## src/rtl/mdu_iter.sv

```systemverilog
// Iterative radix-2 multiply / restoring divide unit with HI/LO registers.
// Optional multiply-accumulate ops (7-10) are enabled by defining MDU_MADD_EN.
module mdu_iter #(
    parameter int WIDTH = 32
) (
    input  logic             clk,
    input  logic             rst,
    input  logic             Start,
    input  logic [3:0]       Op,
    input  logic [WIDTH-1:0] A,
    input  logic [WIDTH-1:0] B,
    input  logic             Sel,
    output logic [WIDTH-1:0] Out,
    output logic             Busy,
    output logic             Done
);
    localparam int CW = $clog2(WIDTH);

    typedef enum logic [1:0] {IDLE, MUL, DIV, FIX} state_t;

    state_t               state_reg, state_next;
    logic [WIDTH-1:0]     hi_reg, hi_next, lo_reg, lo_next;
    logic [2*WIDTH-1:0]   prod_reg, prod_next;
    logic [WIDTH-1:0]     mcand_reg, mcand_next;
    logic [WIDTH-1:0]     rem_reg, rem_next, quot_reg, quot_next;
    logic [WIDTH-1:0]     divisor_reg, divisor_next;
    logic [CW-1:0]        cnt_reg, cnt_next;
    logic                 neg_res_reg, neg_res_next, neg_rem_reg, neg_rem_next;
    logic                 div_zero_reg, div_zero_next, is_div_reg, is_div_next;
`ifdef MDU_MADD_EN
    logic                 acc_en_reg, acc_en_next, acc_sub_reg, acc_sub_next;
    logic [2*WIDTH-1:0]   acc_sum;
`endif

    logic                 op_mul, op_div, op_sgn, op_acc, op_sub;
    logic [WIDTH-1:0]     a_abs, b_abs;
    logic [WIDTH:0]       mul_sum, div_shift, div_trial;
    logic [2*WIDTH-1:0]   prod_fix, result_fix;

    always_comb begin
        op_mul = (Op == 4'd1) || (Op == 4'd2);
        op_div = (Op == 4'd3) || (Op == 4'd4);
        op_sgn = (Op == 4'd1) || (Op == 4'd3);
        op_acc = 1'b0;
        op_sub = 1'b0;
`ifdef MDU_MADD_EN
        op_acc = (Op >= 4'd7) && (Op <= 4'd10);
        op_sub = (Op == 4'd9) || (Op == 4'd10);
        op_mul = op_mul || op_acc;
        op_sgn = op_sgn || (Op == 4'd7) || (Op == 4'd9);
`endif
    end

    assign a_abs = (op_sgn && A[WIDTH-1]) ? -A : A;
    assign b_abs = (op_sgn && B[WIDTH-1]) ? -B : B;

    // Shift-add: conditionally add multiplicand into the upper half, keep the carry.
    assign mul_sum = {1'b0, prod_reg[2*WIDTH-1:WIDTH]} +
                     {1'b0, (prod_reg[0] ? mcand_reg : {WIDTH{1'b0}})};

    // Remainder is always below the divisor, so the shifted value fits in WIDTH+1 bits
    // and bit WIDTH of the trial difference is a valid borrow flag.
    assign div_shift = {rem_reg, quot_reg[WIDTH-1]};
    assign div_trial = div_shift - {1'b0, divisor_reg};

    assign prod_fix = neg_res_reg ? -prod_reg : prod_reg;
`ifdef MDU_MADD_EN
    assign acc_sum    = acc_sub_reg ? ({hi_reg, lo_reg} - prod_fix) : ({hi_reg, lo_reg} + prod_fix);
    assign result_fix = acc_en_reg ? acc_sum : prod_fix;
`else
    assign result_fix = prod_fix;
`endif

    always_comb begin
        state_next    = state_reg;
        hi_next       = hi_reg;
        lo_next       = lo_reg;
        prod_next     = prod_reg;
        mcand_next    = mcand_reg;
        rem_next      = rem_reg;
        quot_next     = quot_reg;
        divisor_next  = divisor_reg;
        cnt_next      = cnt_reg;
        neg_res_next  = neg_res_reg;
        neg_rem_next  = neg_rem_reg;
        div_zero_next = div_zero_reg;
        is_div_next   = is_div_reg;
`ifdef MDU_MADD_EN
        acc_en_next   = acc_en_reg;
        acc_sub_next  = acc_sub_reg;
`endif
        case (state_reg)
            IDLE: begin
                if (Start) begin
                    if (Op == 4'd5) lo_next = A;
                    if (Op == 4'd6) hi_next = A;
                    if (op_mul || op_div) begin
                        cnt_next     = '0;
                        neg_res_next = op_sgn && (A[WIDTH-1] ^ B[WIDTH-1]);
                        neg_rem_next = op_sgn && A[WIDTH-1];
                        is_div_next  = op_div;
                    end
                    if (op_mul) begin
                        prod_next  = {{WIDTH{1'b0}}, b_abs};
                        mcand_next = a_abs;
                        state_next = MUL;
`ifdef MDU_MADD_EN
                        acc_en_next  = op_acc;
                        acc_sub_next = op_sub;
`endif
                    end
                    if (op_div) begin
                        quot_next     = a_abs;
                        rem_next      = '0;
                        divisor_next  = b_abs;
                        div_zero_next = (B == '0);
                        state_next    = DIV;
                    end
                end
            end
            MUL: begin
                prod_next = {mul_sum, prod_reg[WIDTH-1:1]};
                cnt_next  = cnt_reg + 1'b1;
                if (cnt_reg == CW'(WIDTH - 1)) state_next = FIX;
            end
            DIV: begin
                if (!div_trial[WIDTH]) begin
                    rem_next  = div_trial[WIDTH-1:0];
                    quot_next = {quot_reg[WIDTH-2:0], 1'b1};
                end else begin
                    rem_next  = div_shift[WIDTH-1:0];
                    quot_next = {quot_reg[WIDTH-2:0], 1'b0};
                end
                cnt_next = cnt_reg + 1'b1;
                if (cnt_reg == CW'(WIDTH - 1)) state_next = FIX;
            end
            FIX: begin
                if (is_div_reg) begin
                    if (!div_zero_reg) begin
                        lo_next = neg_res_reg ? -quot_reg : quot_reg;
                        hi_next = neg_rem_reg ? -rem_reg : rem_reg;
                    end
                end else begin
                    {hi_next, lo_next} = result_fix;
                end
                state_next = IDLE;
            end
            default: state_next = IDLE;
        endcase
    end

    always_ff @(posedge clk) begin
        if (rst) begin
            state_reg    <= IDLE;
            hi_reg       <= '0;
            lo_reg       <= '0;
            prod_reg     <= '0;
            mcand_reg    <= '0;
            rem_reg      <= '0;
            quot_reg     <= '0;
            divisor_reg  <= '0;
            cnt_reg      <= '0;
            neg_res_reg  <= 1'b0;
            neg_rem_reg  <= 1'b0;
            div_zero_reg <= 1'b0;
            is_div_reg   <= 1'b0;
`ifdef MDU_MADD_EN
            acc_en_reg   <= 1'b0;
            acc_sub_reg  <= 1'b0;
`endif
        end else begin
            state_reg    <= state_next;
            hi_reg       <= hi_next;
            lo_reg       <= lo_next;
            prod_reg     <= prod_next;
            mcand_reg    <= mcand_next;
            rem_reg      <= rem_next;
            quot_reg     <= quot_next;
            divisor_reg  <= divisor_next;
            cnt_reg      <= cnt_next;
            neg_res_reg  <= neg_res_next;
            neg_rem_reg  <= neg_rem_next;
            div_zero_reg <= div_zero_next;
            is_div_reg   <= is_div_next;
`ifdef MDU_MADD_EN
            acc_en_reg   <= acc_en_next;
            acc_sub_reg  <= acc_sub_next;
`endif
        end
    end

    assign Out  = Sel ? hi_reg : lo_reg;
    assign Busy = (state_reg != IDLE);
    assign Done = (state_reg == FIX);
endmodule

```

## config.mk

```make
export PLATFORM = sky130hd
export DESIGN_NAME = mdu_iter
export DESIGN_NICKNAME = d
export VERILOG_FILES = /design/src/rtl/mdu_iter.sv
export SDC_FILE = /design/constraint.sdc
export NUM_CORES = 1
export LEC_CHECK = 0
export CAP_MARGIN = 5
export CORE_ASPECT_RATIO = 2
export CORE_UTILIZATION = 50
export DETAILED_ROUTE_END_ITERATION = 8
export HOLD_SLACK_MARGIN = 0.12
export PLACE_DENSITY = 0.7
export SLEW_MARGIN = 25
export SYNTH_ARGS = -nofsm -noshare
export SYNTH_HDL_FRONTEND = slang
export SYNTH_SLANG_ARGS = --single-unit
```

## constraint.sdc

```tcl
create_clock -name clk -period 9.4 [get_ports clk]
set_input_delay 1.88 -clock clk [delete_from_list [all_inputs] [get_ports clk]]
set_output_delay 1.88 -clock clk [all_outputs]
set_load 0.05 [all_outputs]
```

Yosys cells after proc, flatten, opt, wreduce, memory -nomap -nowiden
Index checks and enable logic that the tools add are counted.
{"block": "totals", "regBits": 267, "word_cells": 101}
{"block": "op_classes", "addsub": 8, "eq_ne": 19, "muxes": 36, "bitwise_logic": 1, "n_reduce_logical": 24}
{"cell": "two-way mux 32 bit", "count": 19}
{"cell": "case mux 32 bit (2 select lines)", "count": 4}
{"cell": "two-way mux 64 bit", "count": 3}
{"cell": "negator 32 bit", "count": 4}
{"cell": "case mux 64 bit (2 select lines)", "count": 1}
{"cell": "negator 64 bit", "count": 1}
{"cell": "adder 32 x 32 -> 33 bit", "count": 1}
{"cell": "subtractor 33 x 32 -> 33 bit", "count": 1}
{"cell": "zero test 32 bit", "count": 1}
{"cell": "AND reduction 3 bit", "count": 7}
{"cell": "equality test 4 x 3 -> 1 bit (second input constant)", "count": 3}
{"cell": "inequality test 2 bit (second input constant)", "count": 6}
{"cell": "two-way mux 5 bit", "count": 2}
{"cell": "case mux 5 bit (2 select lines)", "count": 1}
{"cell": "nonzero test 2 bit", "count": 5}
{"cell": "equality test 4 x 2 -> 1 bit (second input constant)", "count": 2}
{"cell": "two-way mux 2 bit", "count": 4}
{"cell": "AND reduction 4 bit", "count": 2}
{"cell": "inequality test 3 bit (second input constant)", "count": 2}
{"cell": "case mux 2 bit (3 select lines)", "count": 1}
{"cell": "adder 5 x 1 -> 5 bit (second input constant)", "count": 1}
{"cell": "equality test 5 bit (second input constant)", "count": 1}
{"cell": "equality test 2 bit (second input constant)", "count": 2}
{"cell": "equality test 4 x 1 -> 1 bit (second input constant)", "count": 1}
{"cell": "8 further kinds", "count": 13}

Depth between registers and ports, before layout
Gate-level depths: netlist of run 1.
{"block": "logic_depth", "word_depth": 7, "ltp_mapped": 15}

Worst setup path before layout of run 1
Ideal clock, no wire load.
{"block": "synth_timing", "path_kind": "input-to-output", "start": "in Sel", "end": "out Out[10]", "arrival_ns": 2.893, "required_time_ns": 7.520, "setup_slack_ns": 4.627, "cell_stages": 3, "path_buffers": 2, "path_cell_list": "clkbuf_1 > buf_1 > mux2_2"}
{"block": "synth_via", "elab_chain_cells": 1}
{"element": "start: declaration", "line": "12", "text": "input logic Sel,"}
{"element": "two-way mux 32 bit", "line": "192", "text": "assign Out = Sel ? hi_reg : lo_reg;"}
{"element": "end: declaration", "line": "13", "text": "output logic [WIDTH-1:0] Out,"}
Every way passes these cells.

Worst setup path after layout of run 1
{"block": "layout_timing", "start": "in Sel", "end": "out Out[5]"}
Same word-level chain as after synthesis.

==> results of run 1 <==
==> final timing paths <==
check	start	end	slack (ns)
setup / recovery	Sel	Out[5]	3.64
hold / removal	mcand_reg[0]$_SDFFE_PP0P_	mcand_reg[0]$_SDFFE_PP0P_	0.46
setup reg to reg	quot_reg[31]$_SDFFE_PP0P_	rem_reg[19]$_SDFFE_PP0P_	4.69
hold reg to reg	mcand_reg[0]$_SDFFE_PP0P_	mcand_reg[0]$_SDFFE_PP0P_	0.46
==> layout by cell type, fill, tap and decap left out, types with 6 or more instances in the layout <==
cell / count
nor2b_1: 16
xor2_1: 87
or3_1: 28
a211oi_1: 89
a311oi_1: 28
and3_1: 9
nand2b_1: 21
or4_4: 6
nor2_1: 241
o211ai_1: 57
buf_4: 28
or2_2: 6
nor4_1: 18
nand3b_1: 6
a31oi_1: 14
clkdlybuf4s50_1: 104
nand3_1: 24
and2_1: 44
or4_1: 16
o21a_1: 12
mux2_2: 33
ha_1: 73
nor3_1: 52
a22oi_1: 15
dfxtp_1: 265
o41ai_1: 23
a21o_1: 30
clkbuf_16: 27
a21oi_1: 196
o21bai_1: 6
o21ai_0: 155
a22o_1: 17
inv_1: 70
nand2_1: 312
xnor2_1: 147
nand4_1: 12
o31ai_1: 45
mux2i_1: 44
==> layout make-up <==
cell class	instances	area share
well taps	459	0.02714
inverters	71	0.01260
repair buffers	133	0.05967
clock buffers	35	0.03572
multi-input cells	1982	0.6062
clock inverters	11	0.005736
diodes	1	0.0001183
flip-flops and latches	267	0.2529
==> per-layer routing <==
layer,vias to the layer above,part of all wire,GRT usage
met2,706,0.50,0.6292
li1,8923,-,-
met5,-,0,0
met4,0,0.085,0.2742
met1,8870,0.36,0.3682
met3,227,0.050,0.03004
==> power by group <==
| part | internal (uW) | switching [uW] | total [uW] | leakage [uW] |
|---|---|---|---|---|
| sequential | 1260 | 151 | 1410 | 0.00217 |
| clock | 621 | 485 | 1110 | 0.000430 |
| combinational | 628 | 1260 | 1890 | 0.00531 |
==> per-stage QoR <==
stage	std cells	setup slack [ns]	hold WS [ns]	cell area, um2	util
3_5_place_dp	2912	3.669	0.4515	20280	0.5438
5_1_grt	2959	3.592	0.4853	21160	0.5675
6_report	2959	3.644	0.4602	21160	0.5675
4_1_cts	2958	3.652	0.4604	21150	0.5673
3_3_place_gp	2912	3.731	0.4368	20280	0.5438
2_1_floorplan	2481	4.627	0.4285	19010	-
==> logic make-up after synthesis <==
group,synth area share
XOR/XNOR,0.1078
adder cells (fa/ha/maj),0.05148
buffers and inverters,0.04733
multiplexers,0.04391
AO/OA/AOI/OAI,0.2614
AND/OR/NAND/NOR,0.2068
flip-flops,0.2812
==> tightest hold or removal path, stage by stage, from the launching register on <==
cell and delay (ns):
dfxtp_1 0.31, nand2_1 0.05, a21oi_1 0.06
==> results by group, run 1 <==
STA
  – Unrepaired setup endpoints after global routing: no
  – Worst clock skew: between 0.01 and 0.015 ns
  – FMAX: 173.7 MHz
  – Hold violation count in the final report: 0
  – Setup violators final: 0
  – Slew headroom: 0.3337
  – Total negative slack: 0 ns
  – Final period util: 0.6123
  – Worst-margin pin slew: roughly 1.0 ns
  – Min Tclk post-route: 5.756 ns
  – Fin. max-slew vios: 0

Critical path
  – Crit-path cells: clkdlybuf4s50_1, buf_4, mux2_2, clkdlybuf4s50_1
  – Worst Path Buf+Inv: 3
  – Crit path max fanout: 32
  – Critical Setup Path Class: input port to primary output
  – CP max stage delay: 0.70 ns
  – Crit path required time: 7.52 ns
  – WP data arrival: 3.88 ns
  – R2r worst-path depth: 13
  – Crit-path slowest cell: clkdlybuf4s50_1
  – Critical Path Most Common Cell: clkdlybuf4s50_1
  – Worst setup EP type: primary output
  – Critical Path Start Type: input port
  – Cell family with most CP delay: buffers and inverters
  – CP Depth: 4

GRT
  – Gr usage total: 0.3482
  – Vias in the first global route: 18.02k
  – Initial antenna violation count: 1
  – Largest net degree at the start of global routing: 91
  – First-pass GRT wire length: 103.5 mm
  – GRT overflow: 0

Clock network
  – Hold-fix buffers, CTS: 0
  – CTS tree: done
  – Max Buffers Root-to-Sink: 3
  – Total clock sinks: 267
  – # Post-CTS Setup Buffers: 0
  – Resize count post-CTS: 0
  – Root buffer cell: clkbuf_16
  – Clock transition at the registers of the reported paths: 0.07 ns
  – Worst-skew pair later-pin latency: 0.56 ns
  – H-tree depth: 1
  – CTS Buf Count: 26

Logic synthesis
  – Number of synthesized flops with an enable pin: 0
  – Avg Cell Area, Syn: 7.661 um2
  – Post-Syn Area: 19,010 um2
  – Syn. warnings: 0
  – Gate count after technology mapping: 2,481
  – Count leader, synth: nand2_1
  – Async set or reset register ratio after synthesis: 0
  – Synth cell types: just under 90
  – Leading area contributor after synthesis: dfxtp_1
  – #FFs+latches synth: 267
  – Post-synth top flop: dfxtp_1
  – Sequential fraction of the synthesis area: 0.2812
  – Syn nets: 2,630
  – Synth cell count leaders: 312 x nand2_1, 267 x dfxtp_1, 243 x nor2_1
  – Dominant cells by area after synthesis: dfxtp_1 28%, xnor2_1 6.8%, nand2_1 6.2%
  – Yosys top cell area share: 0.2812

Detailed routing
  – Final wirelength: 68.98 mm
  – Number of iterations in the first detailed-routing pass: 6
  – Vias/cell: 6.328
  – Drt drc: 0
  – Post-DR wirelength/cell: 23.31 um
  – Iteration-0 DRC Markers: approximately 1.4k
  – ANT nets after route: 0
  – Via count: ~19k

Floorplanning
  – Initial Util: 0.5097
  – Num ports: 106
  – Die span in x: around 140 um
  – Die area: about 39,000 um2
  – Core Region: 37,290 um2
  – Die Y: 277.7 um
  – Std cell rows: 100

Placed design
  – Routability Congestion: just over 1
  – Number of port buffers: between 100 and 150
  – Post-DP HPWL: 52.96 mm

Final layout
  – Largest register FFs: 64
  – Share of cells above drive strength 1: 0.06283
  – Syn-to-layout area delta: 11.33%
  – Multi-input gate area in the final layout: 12,830 um2
  – Sequential cell area: 5350 um2
  – Final-stage net count: 2,630
  – Fill cell count: approximately 3.6k

Worst hold path
  – Worst hold path depth: 2
  – Hold Crit Class: flop to flop

Job
  – Max Cap Viol: 0

Power and ir drop
  – Worst VDD drop: ~0.14 mV
  – Pwr Density: 208.4 nW/um2
  – Leakage: around 0.0079 uW
  – Tot Pwr: 4409 uW

Run status
  – Status: finished clean
Power figures use the tool's default switching activity.
==> run 2, diff against run 1 <==
==> constraint.sdc (replaced) <==
create_clock -name clk -period 5.45 [get_ports clk]
set_input_delay 1.09 -clock clk [delete_from_list [all_inputs] [get_ports clk]]
set_output_delay 1.09 -clock clk [all_outputs]
set_load 0.05 [all_outputs]
==> run 2 against run 1 <==
Against the previous run:
- setup slack worse by 2.5 ns
- largest cell class unchanged
- flip-flop and latch count unchanged
- sequential power grew 72%
- via count increased by 0.64%
- highest routed layer unchanged
- cell count up 0.24%
- clock skew up 0.0049 ns
- non-clock buffer count grew 6
==> results by group, run 2 (synthesized netlist as in run 1, its figures left out) <==
Run status
  – Status: finished clean

Detailed routing
  – ANT nets after route: 0 (unchanged)
  – Drt drc: 0 (unchanged)
  – Post-DR wirelength/cell: 23.49 um (+0.75%)
  – Via count: 18.85k (+0.64%)
  – Final wirelength: 69.66 mm (+0.99%)
  – Vias/cell: 6.354 (+0.40%)
  – Number of iterations in the first detailed-routing pass: 5 (-1)
  – Iteration-0 DRC Markers: 1,358 (-0.95%)

Critical path
  – Critical Setup Path Class: flop to flop
  – Worst Path Buf+Inv: 2 (-1)
  – Worst setup EP type: flop
  – Crit-path cells: inv_1, fa_1, nand2b_1, a21oi_1, o41ai_2, o221ai_2, a2111oi_1, or2_2, o311ai_4, buf_4, mux2i_1, o21ai_0
  – WP data arrival: 4.68 ns (+0.80 ns)
  – Crit path max fanout: 21 (-34%)
  – Crit-path slowest cell: o311ai_4
  – Cell family with most CP delay: compound AO/OA/AOI/OAI gates
  – CP max stage delay: 0.81 ns (+0.11 ns)
  – Crit path required time: 5.86 ns (-1.66 ns)
  – Critical Path Start Type: flop

Floorplanning
  – Num ports: 106 (unchanged)
  – Die span in x: 139.9 um (unchanged)
  – Die area: 38,840 um2 (unchanged)
  – Std cell rows: 100 (unchanged)
  – Core Region: 37,290 um2 (unchanged)
  – Initial Util: 0.5097 (unchanged)
  – Die Y: 277.7 um (unchanged)

Final layout
  – Syn-to-layout area delta: 11.24% (about the same)
  – Multi-input gate area in the final layout: 12,830 um2 (about the same)
  – Commonest non-fill, non-tap cells in the layout: 312 x nand2_1, 265 x dfxtp_1, 241 x nor2_1, 196 x a21oi_1, 155 x o21ai_0
  – Largest register FFs: 64 (unchanged)
  – Sequential cell area: 5350 um2 (unchanged)
  – Final-stage net count: 2,637 (+0.27%)
  – Share of cells above drive strength 1: 0.06310 (+0.0002739)
  – Final core area utilization: 0.5670 (about the same)
  – Fill cell count: 3,561 (-1.4%)
  – Commonest non-fill, non-tap cell in the layout: nand2_1

Clock network
  – Clock transition at the registers of the reported paths: 0.07 ns (about the same)
  – # Post-CTS Setup Buffers: 0 (unchanged)
  – Worst-skew pair later-pin latency: 0.56 ns (about the same)
  – Resize count post-CTS: 0 (unchanged)
  – Hold-fix buffers, CTS: 0 (unchanged)
  – Total clock sinks: 267 (unchanged)
  – H-tree depth: 1 (unchanged)
  – Root buffer cell: clkbuf_16
  – CTS Buf Count: 27 (+3.8%)
  – CTS tree: done
  – Max Buffers Root-to-Sink: 3 (unchanged)

Placed design
  – Routability Congestion: 1.019 (-1.5%)
  – Number of port buffers: 105 (unchanged)
  – Post-DP HPWL: 53.28 mm (+0.59%)

STA
  – Min Tclk post-route: 4.272 ns
  – Worst clock skew: 0.01692 ns (+0.004898 ns)
  – Fin. max-slew vios: 0 (unchanged)
  – Final period util: 0.7838
  – Unrepaired setup endpoints after global routing: no
  – Hold violation count in the final report: 0 (unchanged)
  – Worst-margin pin slew: 1.012 ns (+0.01217 ns)
  – Slew headroom: 0.3204 (-0.01330)
  – Setup violators final: 0 (unchanged)
  – FMAX: about 230 MHz
  – Total negative slack: 0 ns (unchanged)

GRT
  – First-pass GRT wire length: 106.8 mm (+3.1%)
  – Largest net degree at the start of global routing: 94 (+3.3%)
  – GRT overflow: 0 (unchanged)
  – Gr usage total: 0.3576 (+0.009352)
  – Vias in the first global route: 18.55k (+3.0%)
  – Initial antenna violation count: 2 (+1)

Job
  – Max Cap Viol: 0 (unchanged)

Worst hold path
  – Hold Crit Class: flop to flop

Power and ir drop
  – Worst VDD drop: 0.2310 mV (+71%)
  – Leakage: 0.007899 uW (-0.12%)
  – Pwr Density: 353.7 nW/um2 (+70%)
run 2: cell types whose count changed in the layout (fill, tap and decap cells not counted), moves of 2 or more:
| cell | change |
|---|---|
| clkbuf_1 | +6 |
| bufinv_16 | -2 |
| buf_4 | +5 |
| diode_2 | +2 |
| inv_6 | -2 |
run 2: metal layers:
metal  up-vias  global-route usage  wire (um)
met5         -                   0          0
met4         0              0.3111       6755
met3       264             0.03539       3497
met2       770              0.6253      34320
met1      8876              0.3815      25080
li1       8935                   -          -
run 2: metrics by stage:
step	cells	total power [uW]	area (um2)	worst slack, ns	hold WS [ns]
after global placement	2918	5613	20340	0.9377	0.4392
after floorplan	2481	4597	19010	2.119	0.4285
after global routing	2965	7801	21140	0.9347	0.4808
final	2966	7478	21140	1.178	0.4540
after CTS	2963	7417	21140	1.201	0.4527
after detailed placement	2918	5646	20340	0.9606	0.4453
run 2: final cells by class:
cell class | count | area share
well taps | 459 | 0.02716
diodes | 3 | 0.0003551
clock inverters | 5 | 0.001302
clock buffers | 40 | 0.03616
inverters | 71 | 0.01261
flip-flops and latches | 267 | 0.2530
multi-input cells | 1982 | 0.6069
repair buffers | 139 | 0.06243
run 2: worst register-to-register path: stages (launching register included):
cell and delay, ns:
dfxtp_1 0.46, inv_1 0.13, fa_1 0.45, nand2b_1 0.20, a21oi_1 0.22, o41ai_2 0.18
o221ai_2 0.30, a2111oi_1 0.17, or2_2 0.35, o311ai_4 0.81, buf_4 0.52, mux2i_1 0.25
o21ai_0 0.09
run 2: final timing paths:
check,start,to,slack (ns),cells past startpoint
max,rem_reg[0]$_SDFFE_PP0P_,rem_reg[8]$_SDFFE_PP0P_,1.18,12
min,hi_reg[31]$_SDFFE_PP0P_,hi_reg[31]$_SDFFE_PP0P_,0.45,2
max reg2reg,rem_reg[0]$_SDFFE_PP0P_,rem_reg[8]$_SDFFE_PP0P_,1.18,12
min reg2reg,hi_reg[31]$_SDFFE_PP0P_,hi_reg[31]$_SDFFE_PP0P_,0.45,2
run 2: where the power goes:
part	switching [uW]	internal, uW	total (uW)	leakage, uW
clock	827	962	1790	0.000388
sequential	240	2180	2420	0.00217
combinational	2160	1120	3270	0.00535
total	3220	4250	7480	0.00790
==> RTL change 1, RTL diff (config.mk and constraints of run 2) <==
Build with the macro `MDU_MADD_EN` defined.
--- a/src/rtl/mdu_iter.sv
+++ b/src/rtl/mdu_iter.sv
@@ -2,2 +2,4 @@
 // Optional multiply-accumulate ops (7-10) are enabled by defining MDU_MADD_EN.
+`define MDU_MADD_EN
+
 module mdu_iter #(
Formal check against the unedited RTL: not equivalent (Yosys sat finds a counterexample within 4 cycles, from zero or initial values and one cycle with rst high).
==> RTL change 1 against run 2 <==
Core utilization grew 9.8 points; design area grew 55%; sequential cell count grew 2; first-iteration DRC count grew 110%; synthesized area grew 32%; non-clock buffer count grew 518; the flow now finishes with violations (negative setup slack); routed wire length grew 69%; largest cell class unchanged; critical path type unchanged; setup slack lost 1600 ps; final cell count grew 54%; largest power group unchanged; critical endpoint is now hi_reg[31]; power grew 99%; die area grew 32%.
==> RTL change 1: results <==
[power]
intPower_mw = 7.76
power.leakage_nw = 13.7

[outcome]
status = finished with violations
violations = negative setup slack

[global_route]
track_usage = 0.446
grt_max_degree = 92

[place]
dpl-instance-area_um2 = 30000
dp_slack_ps = -785
dp_hpwl_um = 91200
place_congestion = 1.17

[yosys]
synth-xor-area-share = 0.123
synthAdderAreaFrac = 0.0717
seq_area_frac_synth = 0.215
synthTopCellsByArea = dfxtp_1 21%, xor2_1 7.0%, ha_1 6.9%

[final_layout]
drive_gt1_frac = 0.232
fin_util = 0.665
fin_cells = 4577

[drt]
route.met2.wl_um = 55400
met3_length_um = 9020
dr.pass1.iters = 6
num_vias = 29600

[worst_setup_path]
cp_data_arrival_time_ps = 6350

[timing]
setup_slack_ps = -399
fin_setup_tns_ps = -5380
finalSetupViolations = 31

[cts]
clk_latency_ps = 630
==> RTL change 1: cell types whose count changed in the layout (fill, tap and decap cells not counted), sizes merged, moves of 37 or more <==
cell | before | now
nand2 | 312 | 408
a21oi | 198 | 319
nor2 | 244 | 330
buf | 35 | 553
ha | 75 | 139
o21ai | 161 | 221
xor2 | 87 | 202
a21o | 30 | 81
and3 | 9 | 46
==> RTL change 1: repair_timing <==
action / CTS / global route
resized for setup: 140 / 137
gates cloned: 0 / 0
buffers inserted: 43 / 37
endpoints found under the setup margin: 43 / 49
pin swaps: 104 / 99
==> RTL change 1: metal layers <==
metal	GRT usage	vias up
li1	-	13400
met1	0.442	14000
met2	0.757	1575
met3	0.0839	616
met4	0.460	2
met5	0	-
==> RTL change 1: final timing paths <==
kind,slack (ps),to,depth (start not counted),startpoint
setup reg to reg,-400,hi_reg[31],23,prod_reg[20]
setup / recovery,-400,hi_reg[31],23,prod_reg[20]
hold reg to reg,450,lo_reg[0],2,lo_reg[0]
hold / removal,450,lo_reg[0],2,lo_reg[0]
==> RTL change 1: layout make-up <==
class | instances | area [um^2]
clock buffers | 33 | 738
clock inverters | 17 | 230
flip-flops and latches | 269 | 5410
fillers | 4279 | 16500
well taps | 643 | 805
repair buffers | 657 | 5300
diodes | 6 | 15.0
multi-input cells | 2868 | 20000
inverters | 84 | 320
==> RTL change 1: power by group through the flow <==
stage | Combinational [mW] | Clock [mW] | Sequential, mW
after floorplan | 5.14 | 0 | 2.39
after global placement | 8.66 | 0 | 2.54
after detailed placement | 8.78 | 0 | 2.56
after CTS | 9.27 | 2.15 | 2.51
after global routing | 10.7 | 2.22 | 2.55
final | 10.2 | 2.15 | 2.55
==> RTL change 2, RTL diff (flow settings as in run 2) <==
Made on the original files. Take the reset off `hi_reg`, `lo_reg` and `prod_reg` and load them in a clocked block of their own.
--- a/src/rtl/mdu_iter.sv
+++ b/src/rtl/mdu_iter.sv
@@ -154,5 +154,2 @@
             state_reg    <= IDLE;
-            hi_reg       <= '0;
-            lo_reg       <= '0;
-            prod_reg     <= '0;
             mcand_reg    <= '0;
@@ -172,5 +169,2 @@
             state_reg    <= state_next;
-            hi_reg       <= hi_next;
-            lo_reg       <= lo_next;
-            prod_reg     <= prod_next;
             mcand_reg    <= mcand_next;
@@ -191,2 +185,8 @@
 
+    always_ff @(posedge clk) begin
+        hi_reg   <= hi_next;
+        lo_reg   <= lo_next;
+        prod_reg <= prod_next;
+    end
+
     assign Out  = Sel ? hi_reg : lo_reg;
Behaviour: not the same (Yosys sat finds a counterexample within 4 cycles, from zero or initial values and one cycle with rst high).
==> RTL change 2 against run 2 <==
The flow now finishes with violations (design-rule violations); synthesized area decreased by 1.6%; count of clock-buffer cells in the layout increased by 5; sequential cell count unchanged; critical path depth decreased by 2; worst hold slack improved by 6.6 ps; via count decreased by 9.1%; core utilization increased by 0.97 points; clock skew increased by 10 ps; power increased by 4.1%; fmax decreased by 1.2%; routed wire length decreased by 13%; design area about the same; setup slack got worse by 51 ps; critical path type is now primary input to register.
==> RTL change 2: results <==
[power]
power.total_mw = 7.79
p_seq_frac = 0.367
pg_clk_mw = 1.98
switching_share = 0.386

[outcome]
status = finished with violations
violations = design-rule violations

[worst_setup_path]
cp_top_family = simple AND/OR/NAND/NOR gates
r2r_slack_ps = 1150
worst_r2r_path_depth = 13
rr_startpoint = prod_reg[0]

[place]
dp_hpwl_um = 45600
place_congestion = 0.959

[drt]
drc_errors = 8
drt_iter0_drc = 1251
via_per_inst = 6.26

[final_layout]
fill_cells = 3303
fin_util = 0.577
fin_cells = 2738
num-multi-input-gates = 1753
final-clk-cell-share = 0.0440
antenna_cells = 0

[global_route]
grt_pass1_wl_um = 94000
track_usage = 0.315

[yosys]
synthDistinctLibCells = 75

[cts]
cts_inserted_buffers = 28
## RTL change 2: cell count changes in the layout (fill, tap and decap cells not counted), moves of 37 or more
cell / run 2 / this run
mux2i_1: 44 / 7
dfxtp_1: 265 / 136
nor2_1: 241 / 193
xor2_1: 87 / 128
xnor2_1: 147 / 88
a21oi_1: 196 / 117
edfxtp_1: 0 / 128
## RTL change 2: metal layers
metal	GRT usage	vias to the layer above	routed length (um)
met5	0	-	0
met4	0.235	0	4620
met3	0.0307	211	2530
met2	0.590	583	31600
met1	0.326	8207	21900
li1	-	8130	-
## RTL change 2: how the worst max path moves through the flow
| stage | from | endpoint | slack [ps] | depth (start not counted) |
|---|---|---|---|---|
| 6_report | B[3] | prod_reg[25] | 1130 | 10 |
| 5_1_grt | quot_reg[31] | rem_reg[16] | 980 | 13 |
| 4_1_cts | B[3] | prod_reg[25] | 1210 | 10 |
| 3_5_place_dp | B[3] | prod_reg[25] | 620 | 10 |
| 3_3_place_gp | A[6] | quot_reg[28] | 780 | 12 |
| 2_1_floorplan | Op[3] | prod_reg[0] | 840 | 5 |
## RTL change 2: worst reg2reg max path, stage by stage, from the launching register on
cell       delay (ps)
edfxtp_1          690
buf_4             350
and2_1            200
ha_1              300
a21oi_1           260
nand2_1           150
a2111oi_0         530
o31a_1            280
nor2_1            150
a311o_1           470
a31oi_1           290
o21ai_0           150
xnor2_1           160
nor2_1             50
## RTL change 2: cells by family after synthesis
logic type                 Yosys count  synth area share
muxes                               71            0.0429
AOI/OAI and AO/OA                  617             0.217
and+or+nand+nor                    772             0.194
adders and majority gates           77            0.0523
xor gates and xnor gates           216             0.101
DFF                                267             0.354
buffers and inverters              191            0.0383
